## config.mk

```make
export PLATFORM = sky130hd
export DESIGN_NAME = alu_acc
export DESIGN_NICKNAME = d
export VERILOG_FILES = /design/src/rtl/cpu_pkg.sv /design/src/rtl/mul_seq.sv /design/src/rtl/alu_acc.sv
export SDC_FILE = /design/constraint.sdc
export NUM_CORES = 1
export LEC_CHECK = 0
export ABC_AREA = 1
export CAP_MARGIN = 20
export CORE_MARGIN = 2
export CORE_UTILIZATION = 60
export DETAILED_ROUTE_END_ITERATION = 6
export MAX_ROUTING_LAYER = met4
export PLACE_DENSITY = 0.82
export SLEW_MARGIN = 0
export SYNTH_ARGS = -nofsm -noshare
export SYNTH_HDL_FRONTEND = slang
export SYNTH_SLANG_ARGS = --single-unit
```

## constraint.sdc

```tcl
create_clock -name clk -period 7.1 [get_ports clk]
set_clock_uncertainty 0.2 [all_clocks]
set_input_delay 2.13 -clock clk [delete_from_list [all_inputs] [get_ports clk]]
set_output_delay 2.13 -clock clk [all_outputs]
set_load 0.01 [all_outputs]
```

## src/rtl/cpu_pkg.sv

```systemverilog
// Shared CPU definitions: datapath width, microword bit positions and opcodes.
// The control unit and the accumulator datapath both decode against these.
package cpu_pkg;

  localparam int DATA_W = 16;

  // Microword bit positions
  localparam int CS_PC2MAR         = 0;
  localparam int CS_PC_INC         = 1;
  localparam int CS_MAR2MEM        = 2;
  localparam int CS_MEM2MBR        = 3;
  localparam int CS_MBR2MEM        = 4;
  localparam int CS_MBR2IR         = 5;
  localparam int CS_MBR2BR         = 6;
  localparam int CS_IR2PC          = 7;
  localparam int CS_IR2MAR         = 8;
  localparam int CS_MBR2PC         = 9;
  localparam int CS_MBR2ACC        = 10;
  localparam int CS_ACC2MBR        = 11;
  localparam int CS_PC2MBR         = 12;
  localparam int CS_SP_INC         = 13;
  localparam int CS_SP_DEC         = 14;
  localparam int CS_SP2MAR         = 15;
  localparam int CS_MPY_ALU2MR     = 16;
  localparam int CS_MR2ACC         = 17;
  localparam int CS_MEM_READ       = 18;
  localparam int CS_MEM_WRITE      = 19;
  localparam int CS_HALT           = 20;
  localparam int CS_ACC_CLEAR      = 21;
  localparam int CS_ADDITION       = 22;
  localparam int CS_SUBTRACTION    = 23;
  localparam int CS_AND_OP         = 24;
  localparam int CS_OR_OP          = 25;
  localparam int CS_NOT_OP         = 26;
  localparam int CS_LSL            = 27;
  localparam int CS_LSR            = 28;
  localparam int CS_MPY_OPERATION  = 29;
  localparam int CS_ASL            = 30;
  localparam int CS_ASR            = 31;

  // Instruction opcodes
  localparam logic [7:0] OP_LOAD  = 8'h01;
  localparam logic [7:0] OP_STORE = 8'h02;
  localparam logic [7:0] OP_ADD   = 8'h03;
  localparam logic [7:0] OP_SUB   = 8'h04;
  localparam logic [7:0] OP_AND   = 8'h05;
  localparam logic [7:0] OP_OR    = 8'h06;
  localparam logic [7:0] OP_NOT   = 8'h07;
  localparam logic [7:0] OP_SHL   = 8'h08;
  localparam logic [7:0] OP_SHR   = 8'h09;
  localparam logic [7:0] OP_MPY   = 8'h0A;
  localparam logic [7:0] OP_JMP   = 8'h0B;
  localparam logic [7:0] OP_HALT  = 8'hFF;

  typedef enum logic [3:0] {
    ALU_NONE, ALU_ADD, ALU_SUB, ALU_AND, ALU_OR, ALU_NOT,
    ALU_LSL, ALU_LSR, ALU_MPY, ALU_ASL, ALU_ASR
  } alu_op_e;

endpackage

```

## src/rtl/mul_seq.sv

```systemverilog
// Iterative unsigned shift-add multiplier, one partial product per clock.
// done and product are valid in the final busy cycle, so the caller loads on the edge busy falls.
module mul_seq #(
  parameter int DATA_W = 16
) (
  input  logic                  clk,
  input  logic                  rst,
  input  logic                  start,
  input  logic [DATA_W-1:0]     a,
  input  logic [DATA_W-1:0]     b,
  output logic                  busy,
  output logic                  done,
  output logic [2*DATA_W-1:0]   product
);

  localparam int CNT_W = $clog2(DATA_W + 1);

  logic [CNT_W-1:0]    cnt;
  logic [DATA_W-1:0]   mcand;
  logic [2*DATA_W-1:0] part;
  logic [DATA_W:0]     upper;
  logic [2*DATA_W-1:0] step;

  always_comb begin
    upper = {1'b0, part[2*DATA_W-1:DATA_W]} + (part[0] ? {1'b0, mcand} : '0);
    step  = {upper, part[DATA_W-1:1]};
  end

  assign done    = busy && (cnt == CNT_W'(1));
  assign product = step;

  always_ff @(posedge clk or negedge rst) begin
    if (!rst) begin
      cnt   <= '0;
      mcand <= '0;
      part  <= '0;
      busy  <= 1'b0;
    end else if (start && !busy) begin
      cnt   <= CNT_W'(DATA_W);
      mcand <= a;
      part  <= {{DATA_W{1'b0}}, b};
      busy  <= 1'b1;
    end else if (busy) begin
      part <= step;
      cnt  <= cnt - CNT_W'(1);
      if (cnt == CNT_W'(1))
        busy <= 1'b0;
    end
  end

endmodule

```

## src/rtl/alu_acc.sv

```systemverilog
// Accumulator datapath: ACC/BR/MR registers, ALU and status flags, driven by
// microword edges (a word acts only in the cycle it differs from the previous one).
import cpu_pkg::*;

module alu_acc #(
  parameter int DATA_W = cpu_pkg::DATA_W
) (
  input  logic              clk,
  input  logic              rst,
  input  logic [31:0]       control_signal,
  input  logic [DATA_W-1:0] mbr_data,
  output logic [DATA_W-1:0] acc,
  output logic [DATA_W-1:0] br,
  output logic [DATA_W-1:0] mr,
  output logic [7:0]        flags,
  output logic              busy
);

  logic [31:0]         prev_cs;
  logic [DATA_W-1:0]   acc_q, br_q, mr_q, phi_q;
  logic                flag_n, flag_z, flag_c, flag_v;
  logic                mr_pending;
  logic                new_word, act, mr_req;
  alu_op_e             op;
  logic [DATA_W-1:0]   a_op, alu_res, acc_nxt;
  logic                alu_c, alu_v, alu_we, acc_we, mpy_start;
  logic [DATA_W:0]     add_t, sub_t, shl_t, shr_t, asr_t;
  logic [3:0]          shamt;
  logic                mul_busy, mul_done;
  logic [2*DATA_W-1:0] product;

  assign new_word = (control_signal != prev_cs);
  assign act      = new_word && !mul_busy;
  assign mr_req   = new_word && control_signal[CS_MPY_ALU2MR];

  // Lowest set ALU bit wins
  always_comb begin
    op = ALU_NONE;
    if (act) begin
      if      (control_signal[CS_ADDITION])      op = ALU_ADD;
      else if (control_signal[CS_SUBTRACTION])   op = ALU_SUB;
      else if (control_signal[CS_AND_OP])        op = ALU_AND;
      else if (control_signal[CS_OR_OP])         op = ALU_OR;
      else if (control_signal[CS_NOT_OP])        op = ALU_NOT;
      else if (control_signal[CS_LSL])           op = ALU_LSL;
      else if (control_signal[CS_LSR])           op = ALU_LSR;
      else if (control_signal[CS_MPY_OPERATION]) op = ALU_MPY;
      else if (control_signal[CS_ASL])           op = ALU_ASL;
      else if (control_signal[CS_ASR])           op = ALU_ASR;
    end
  end

  // Shift temporaries carry one extra bit so the last bit shifted out falls into it.
  always_comb begin
    a_op    = (act && control_signal[CS_ACC_CLEAR]) ? '0 : acc_q;
    shamt   = br_q[3:0];
    add_t   = {1'b0, a_op} + {1'b0, br_q};
    sub_t   = {1'b0, a_op} - {1'b0, br_q};
    shl_t   = {1'b0, a_op} << shamt;
    shr_t   = {a_op, 1'b0} >> shamt;
    asr_t   = $signed({a_op, 1'b0}) >>> shamt;
    alu_res = a_op;
    alu_c   = 1'b0;
    alu_v   = 1'b0;
    case (op)
      ALU_ADD: begin
        alu_res = add_t[DATA_W-1:0];
        alu_c   = add_t[DATA_W];
        alu_v   = (a_op[DATA_W-1] == br_q[DATA_W-1]) && (alu_res[DATA_W-1] != a_op[DATA_W-1]);
      end
      ALU_SUB: begin
        alu_res = sub_t[DATA_W-1:0];
        alu_c   = ~sub_t[DATA_W];
        alu_v   = (a_op[DATA_W-1] != br_q[DATA_W-1]) && (alu_res[DATA_W-1] != a_op[DATA_W-1]);
      end
      ALU_AND: alu_res = a_op & br_q;
      ALU_OR:  alu_res = a_op | br_q;
      ALU_NOT: alu_res = ~br_q;
      ALU_LSL: begin
        alu_res = shl_t[DATA_W-1:0];
        alu_c   = shl_t[DATA_W];
      end
      ALU_LSR: begin
        alu_res = shr_t[DATA_W:1];
        alu_c   = shr_t[0];
      end
      ALU_ASL: begin
        alu_res = shl_t[DATA_W-1:0];
        alu_c   = shl_t[DATA_W];
        alu_v   = ($signed(alu_res) >>> shamt) != $signed(a_op);
      end
      ALU_ASR: begin
        alu_res = asr_t[DATA_W:1];
        alu_c   = asr_t[0];
      end
      default: ;
    endcase
  end

  assign alu_we    = (op != ALU_NONE) && (op != ALU_MPY);
  assign mpy_start = (op == ALU_MPY);

  always_comb begin
    acc_nxt = acc_q;
    acc_we  = 1'b0;
    if (mul_done) begin
      acc_nxt = product[DATA_W-1:0];
      acc_we  = 1'b1;
    end else if (alu_we) begin
      acc_nxt = alu_res;
      acc_we  = 1'b1;
    end else if (act && control_signal[CS_MBR2ACC]) begin
      acc_nxt = mbr_data;
      acc_we  = 1'b1;
    end else if (act && control_signal[CS_ACC_CLEAR]) begin
      acc_nxt = '0;
      acc_we  = 1'b1;
    end
  end

  mul_seq #(.DATA_W(DATA_W)) u_mul (
    .clk     (clk),
    .rst     (rst),
    .start   (mpy_start),
    .a       (a_op),
    .b       (br_q),
    .busy    (mul_busy),
    .done    (mul_done),
    .product (product)
  );

  always_ff @(posedge clk or negedge rst) begin
    if (!rst) begin
      prev_cs    <= '0;
      acc_q      <= '0;
      br_q       <= '0;
      mr_q       <= '0;
      phi_q      <= '0;
      flag_n     <= 1'b0;
      flag_z     <= 1'b0;
      flag_c     <= 1'b0;
      flag_v     <= 1'b0;
      mr_pending <= 1'b0;
    end else begin
      prev_cs <= control_signal;
      if (new_word && control_signal[CS_MBR2BR])
        br_q <= mbr_data;
      if (acc_we) begin
        acc_q  <= acc_nxt;
        flag_n <= acc_nxt[DATA_W-1];
        flag_z <= (acc_nxt == '0);
      end
      if (alu_we) begin
        flag_c <= alu_c;
        flag_v <= alu_v;
      end
      if (mul_done) begin
        phi_q  <= product[2*DATA_W-1:DATA_W];
        flag_c <= 1'b0;
        flag_v <= 1'b0;
      end
      // A transfer requested mid-multiply is deferred to the completion edge
      if (mul_done && (mr_pending || mr_req)) begin
        mr_q       <= product[2*DATA_W-1:DATA_W];
        mr_pending <= 1'b0;
      end else if (mr_req) begin
        if (mul_busy) mr_pending <= 1'b1;
        else          mr_q       <= phi_q;
      end
    end
  end

  assign acc   = acc_q;
  assign br    = br_q;
  assign mr    = mr_q;
  assign flags = {4'b0000, flag_v, flag_c, flag_z, flag_n};
  assign busy  = mul_busy;

endmodule

```

# Word-level counts from Yosys, hierarchy flattened

Index checks and enable logic that the tools add are counted.

Word-level logic and storage cells: 107
Bits in registers: 155
Output and inout bits: 57
Input bits: 50

Reductions and logical operators: 22
Bitwise logic cells: 4
Eq/ne operators: 19
Shift operators: 4
Add/subtract/negate cells: 4
Mux-type cells: 40

Operators with widths:

| operator           | count |
|---|---|
| $mux 16            | 8 |
| $pmux 16 s8        | 1 |
| $mux 32            | 2 |
| $mux 4             | 11 |
| $ne 32x32->1       | 1 |
| $add 16x16->17     | 1 |
| $add 16x17->17     | 1 |
| $shl 16x4->17      | 1 |
| $shr 17x4->17      | 1 |
| $sshr 17x4->17     | 1 |
| $sub 16x16->17     | 1 |
| $and 16x16->16     | 1 |
| $eq 4x3->1 const B | 4 |
| $logic_not 16->1   | 1 |
| $ne 16x16->1       | 1 |
| $not 16->16        | 1 |
| $or 16x16->16      | 1 |
| $sshr 16x4->16     | 1 |
| $mux 1             | 14 |
| $eq 4x4->1 const B | 3 |
| $logic_and 1x1->1  | 11 |
| $mux 5             | 2 |
| $eq 4x2->1 const B | 2 |
| $reduce_bool 2->1  | 4 |
| other kinds (15)   | 18 |

# Longest topological paths before layout

Depth in word-level cells: 17
Gate-level depth with buffers: 32
Depth with buffers taken out: 32

# Hierarchy

Synthesis repeated with hierarchy kept, for this count alone.

Cell total of the unflattened synthesis: 1964
Area total of the unflattened synthesis: 13006.2 um^2

Modules (own cells, without submodules):

| module  | cells each | instances | area an instance (um^2) | sequential area each (um^2) |
|---|---|---|---|---|
| alu_acc | 1484       | 1         | 9575.4                  | 2502.4 |
| mul_seq | 480        | 1         | 3430.8                  | 1351.3 |

# Least setup slack after synthesis

No wires, ideal clock.

Path type: input to register
Start: input port control_signal[19]
End: register flag_z
Setup time: 0.065 ns
Data required time: 6.835 ns
Arrival time: 5.000 ns
Slack: 1.835 ns
Stages on the path: 30
Cell sequence: inv_1 -> nand2_1 -> nand2_1 -> nand2_1 -> nor2_1 -> nand2_1 -> nor2_1 -> nand2_2 -> nand3_4 -> buf_6 -> nand2_4 -> inv_1 -> ha_1 -> fa_1 -> nand2_1 -> nor2_1 -> nand3b_1 -> a21oi_1 -> inv_1 -> nand2_1 -> nor2_1 -> nor2_1 -> nand2_1 -> nand3_1 -> nand3b_1 -> nor3_1 -> nand3_1 -> nor2_1 -> nand3_1 -> nand2_1

Word-level cells in the longest chain between the ends: 9

RTL lines:

| item                                         | line           | source |
|---|---|---|
| from (decl)                                  | alu_acc.sv:10  | `input logic [31:0] control_signal,` |
| $ne 32x32->1 *                               | alu_acc.sv:32  | `assign new_word = (control_signal != prev_cs);` |
| $logic_and 1x1->1 *                          | alu_acc.sv:33  | `assign act = new_word && !mul_busy;` |
| $logic_and 1x1->1 *                          | alu_acc.sv:55  | `a_op = (act && control_signal[CS_ACC_CLEAR]) ? '0 : acc_q;` |
| $mux 16 *                                    | alu_acc.sv:55  |  |
| named net a_op[0]                            | alu_acc.sv:25  | `logic [DATA_W-1:0] a_op, alu_res, acc_nxt;` |
| $sub 16x16->17, or another cell as far along | alu_acc.sv:58  | `sub_t = {1'b0, a_op} - {1'b0, br_q};` |
| $pmux 16 s8                                  | alu_acc.sv:65  | `case (op)` |
| $mux 16 *                                    | alu_acc.sv:109 | `end else if (alu_we) begin` |
| $mux 16 *                                    | alu_acc.sv:106 | `if (mul_done) begin` |
| $logic_not 16->1 *                           | alu_acc.sv:151 | `flag_z <= (acc_nxt == '0);` |
| to (signal assigned)                         | alu_acc.sv:151 |  |
| to (decl)                                    | alu_acc.sv:21  | `logic flag_n, flag_z, flag_c, flag_v;` |

The timed path passes the listed nets; every way through them passes the cells marked *.
A chain may end at the register's enable or synchronous reset.

# Worst setup path after layout

Start: input port control_signal[17]
End: register flag_z

The elaborated chain is that of the path after synthesis.

==> reports/summary.json <==
{
  "run_status": {"value": "completed"},
  "detailedPlacementHpwl": {"value": 33.6, "unit": "mm"},
  "report.final.slew_viol_count": {"value": 0},
  "synth_seq_area_share": {"value": 0.314},
  "vias": {"value": 13831},
  "pin_count_of_the_biggest_net_entering_global_routing": {"value": 113},
  "cts_setup_buffers": {"value": 0},
  "grt_use_met1": {"value": 0.543},
  "fp.dieArea": {"value": 21600, "unit": "um2"},
  "die_width": {"value": 147, "unit": "um"},
  "timing.hold.worst_path_depth": {"value": 2},
  "power.leakage": {"value": 0.00716, "unit": "uW"},
  "number_of_flip_flops_and_latches_in_the_synthesized_netlist": {"value": 154},
  "timing.critical_path.slowest_cell_delay": {"value": 510, "unit": "ps"},
  "netlist_instances": {"value": 1850},
  "critical-path-top-delay-family": {"value": "simple AND/OR/NAND/NOR gates"},
  "timing_worst_setup_path_type": {"value": "in2reg"},
  "max-vdd-ir-drop": {"value": 0.000179, "unit": "V"},
  "worstMarginPinSlew": {"value": 1030, "unit": "ps"},
  "fin_crit": {"value": 6460, "unit": "ps"},
  "reg_clk_slew_reported_paths": {"value": 60, "unit": "ps"},
  "critical-path-top-cell-by-count": {"value": "nand2_1"},
  "global_route.overflow_total": {"value": 0},
  "dr.first_iter.drc_count": {"value": 1715},
  "synthTopCellsByArea": {"value": "dfrtp_1, nand2_1, nand3_1, ha_1, inv_1"},
  "h-tree-depth": {"value": 4},
  "gpl.final_weighted_congestion": {"value": 1.08},
  "tritoncts": {"value": "built"},
  "tns": {"value": 0, "unit": "ps"},
  "dominant_synthesized_flop_cell": {"value": "dfrtp_1"},
  "yosys.area.top_type": {"value": "dfrtp_1"},
  "drt_pass1_iterations": {"value": 7},
  "yosys.cell_types.count": {"value": 57},
  "antenna_left": {"value": 0},
  "maxCapViolations": {"value": 0},
  "postSynthAreaPerCell": {"value": 6.64, "unit": "um2"},
  "postSynth.asyncResetShare": {"value": 1.00},
  "cts_hold_repair.buffers": {"value": 0},
  "gr-usage-met3": {"value": 0.0724},
  "p_sw_frac": {"value": 0.412},
  "internal-power": {"value": 2090, "unit": "uW"},
  "clock_tree.root_cell": {"value": "clkbuf_16"},
  "most-common-layout-cells": {"value": "nand2_1, nand3_1, inv_1"},
  "cp_num_cells": {"value": 31},
  "combPwrFrac": {"value": 0.394},
  "layout.cells.most_common": {"value": "nand2_1"},
  "vias_cell": {"value": 6.28},
  "total_power": {"value": 3560, "unit": "uW"},
  "fin_crit_sh": {"value": 0.910},
  "antenna-diode-count": {"value": 0},
  "crit_path_max_fanout": {"value": 19},
  "maximum_clock_insertion_buffer_count": {"value": 2},
  "setup_violations": {"value": 0},
  "worst_ep_required_time": {"value": 7270, "unit": "ps"},
  "yosysWarnings": {"value": 0},
  "crit_buf_inv": {"value": 5},
  "critPathCaptureType": {"value": "register"},
  "slowest_stage": {"value": "clkdlybuf4s50_1"},
  "clkLatencyLatePin": {"value": 430, "unit": "ps"},
  "finish.net_count": {"value": 2034},
  "postCtsResizedCells": {"value": 0},
  "routed_wl": {"value": 46.4, "unit": "mm"},
  "worst_setup_path_start_kind": {"value": "input pin"},
  "core": {"value": 20200, "unit": "um2"},
  "gr-max-usage-layer": {"value": "met2"},
  "groute.layer.met2.usage": {"value": 0.670},
  "timing_hold_violations_final": {"value": 0},
  "power.share.sequential": {"value": 0.333},
  "critPathArrivalTime": {"value": 6630, "unit": "ps"},
  "hold_path.class": {"value": "reg2reg"},
  "cts_buffers": {"value": 17},
  "grt_pass1_wl": {"value": 71.1, "unit": "mm"},
  "place.port_buffers": {"value": 102},
  "power_switching": {"value": 1470, "unit": "uW"},
  "initial_core_util": {"value": 0.609},
  "post-synth-top-area-fraction": {"value": 0.314},
  "worst_r2r_path_depth": {"value": 24},
  "p_clk_frac": {"value": 0.273},
  "post-route-drc-count": {"value": 0},
  "die_height": {"value": 147, "unit": "um"},
  "num_rows": {"value": 52},
  "avg_wl_per_cell": {"value": 21.1, "unit": "um"},
  "final_layout_size_suffix_gt1_frac": {"value": 0.0528},
  "area_growth": {"value": 15.2, "unit": "%"},
  "design.portCount": {"value": 107},
  "unrepaired_setup_endpoints_after_global_routing": {"value": "no"},
  "first_global_vias": {"value": 13004},
  "grt_usage": {"value": 0.435},
  "cell_area_synth": {"value": 12300, "unit": "um2"},
  "clkSinkCount": {"value": 154},
  "max_freq": {"value": 0.155, "unit": "GHz"},
  "initial_antenna_violation_count": {"value": 0},
  "timing.max_slew.rel_slack": {"value": 0.314},
  "power.density_cell_area": {"value": 251, "unit": "nW/um2"},
  "synth-edff-count": {"value": 0}
}
## cell families (layout without fill, tap and decap cells)
family,after synthesis,in the layout,share of synthesized area
flip-flops,154,154,0.314
AND/OR/NAND/NOR,966,966,0.336
adder cells (fa/ha/maj),65,65,0.0681
XOR/XNOR,42,42,0.0300
buffers and inverters,289,368,0.0939
other,1,4,0.000305
AO/OA/AOI/OAI,333,333,0.158
## registers in the layout, summed over array words and instances (netlist names)
signal,cells
acc,16
br,16
flag_c,1
flag_v,1
flag_z,1
mr,16
mr_pending,1
phi_q,16
prev_cs,32
u_mul.busy,1
u_mul.cnt,5
u_mul.mcand,16
u_mul.part,32
## worst min-delay path: cells and delay by family, from the launching register on
kind	cells	cell delay, ps
flops	1	340
simple gates	2	100
## cell type report
| cell class | instances | area [um2] |
|---|---|---|
| tap | 270 | 338 |
| inverter | 208 | 781 |
| clock buffer | 19 | 433 |
| timing repair buffer | 128 | 1260 |
| multi-input combinational | 1410 | 7290 |
| fill | 1629 | 6030 |
| clock inverter | 13 | 191 |
| sequential | 154 | 3850 |
## cell usage after synthesis (all sizes together), types with 5 or more instances
cell type,count
nand2,548
nand3,223
inv,203
dfrtp,154
o21ai,144
nor2,143
a21oi,83
ha,62
clkbuf,44
buf,37
xnor2,29
o22ai,28
nand4,18
o211ai,18
o221ai,14
nor3,13
xor2,13
or2,11
o21bai,7
a211oi,5
clkinv,5
nand3b,5
## metrics by stage
| stage | hold slack (ps) | instance area (um2) | utilization | instances | setup WS, ps |
|---|---|---|---|---|---|
| after detailed placement | 265 | 13500 | 0.667 | 2168 | 435 |
| after floorplan | 242 | 12300 | - | 1853 | 1840 |
| final | 277 | 14100 | 0.701 | 2202 | 640 |
| after CTS | 282 | 14100 | 0.698 | 2200 | 762 |
| after global placement | 257 | 13500 | 0.667 | 2168 | 631 |
| after global routing | 304 | 14100 | 0.701 | 2202 | 427 |
## metal layers
layer	up-vias	wire (um)
met3	218	5100
li1	6244	-
met2	938	21100
met4	0	3080
met5	-	0
met1	6431	17100
## power by group through the flow
| stage | sequential (uW) | combinational [uW] | clock (uW) |
|---|---|---|---|
| after floorplan | 1130 | 902 | 0 |
| after global placement | 1170 | 1290 | 0 |
| after detailed placement | 1180 | 1330 | 0 |
| after CTS | 1170 | 1350 | 971 |
| after global routing | 1190 | 1530 | 1010 |
| final | 1180 | 1400 | 972 |
## path summary, 6_finish.rpt
check                                startpoint                     to  slack, ps
hold / removal                mr[9]$_DFFE_PN0P_      mr[9]$_DFFE_PN0P_        280
setup reg to reg           u_mul.busy$_DFF_PN0_     flag_z$_DFFE_PN0P_       2430
min in group asynchronous                   rst  prev_cs[15]$_DFF_PN0_       1370
max in group asynchronous                   rst      br[1]$_DFFE_PN0P_       4020
hold reg to reg               mr[9]$_DFFE_PN0P_      mr[9]$_DFFE_PN0P_        280
setup / recovery             control_signal[17]     flag_z$_DFFE_PN0P_        640
Power figures use the tool's default switching activity.
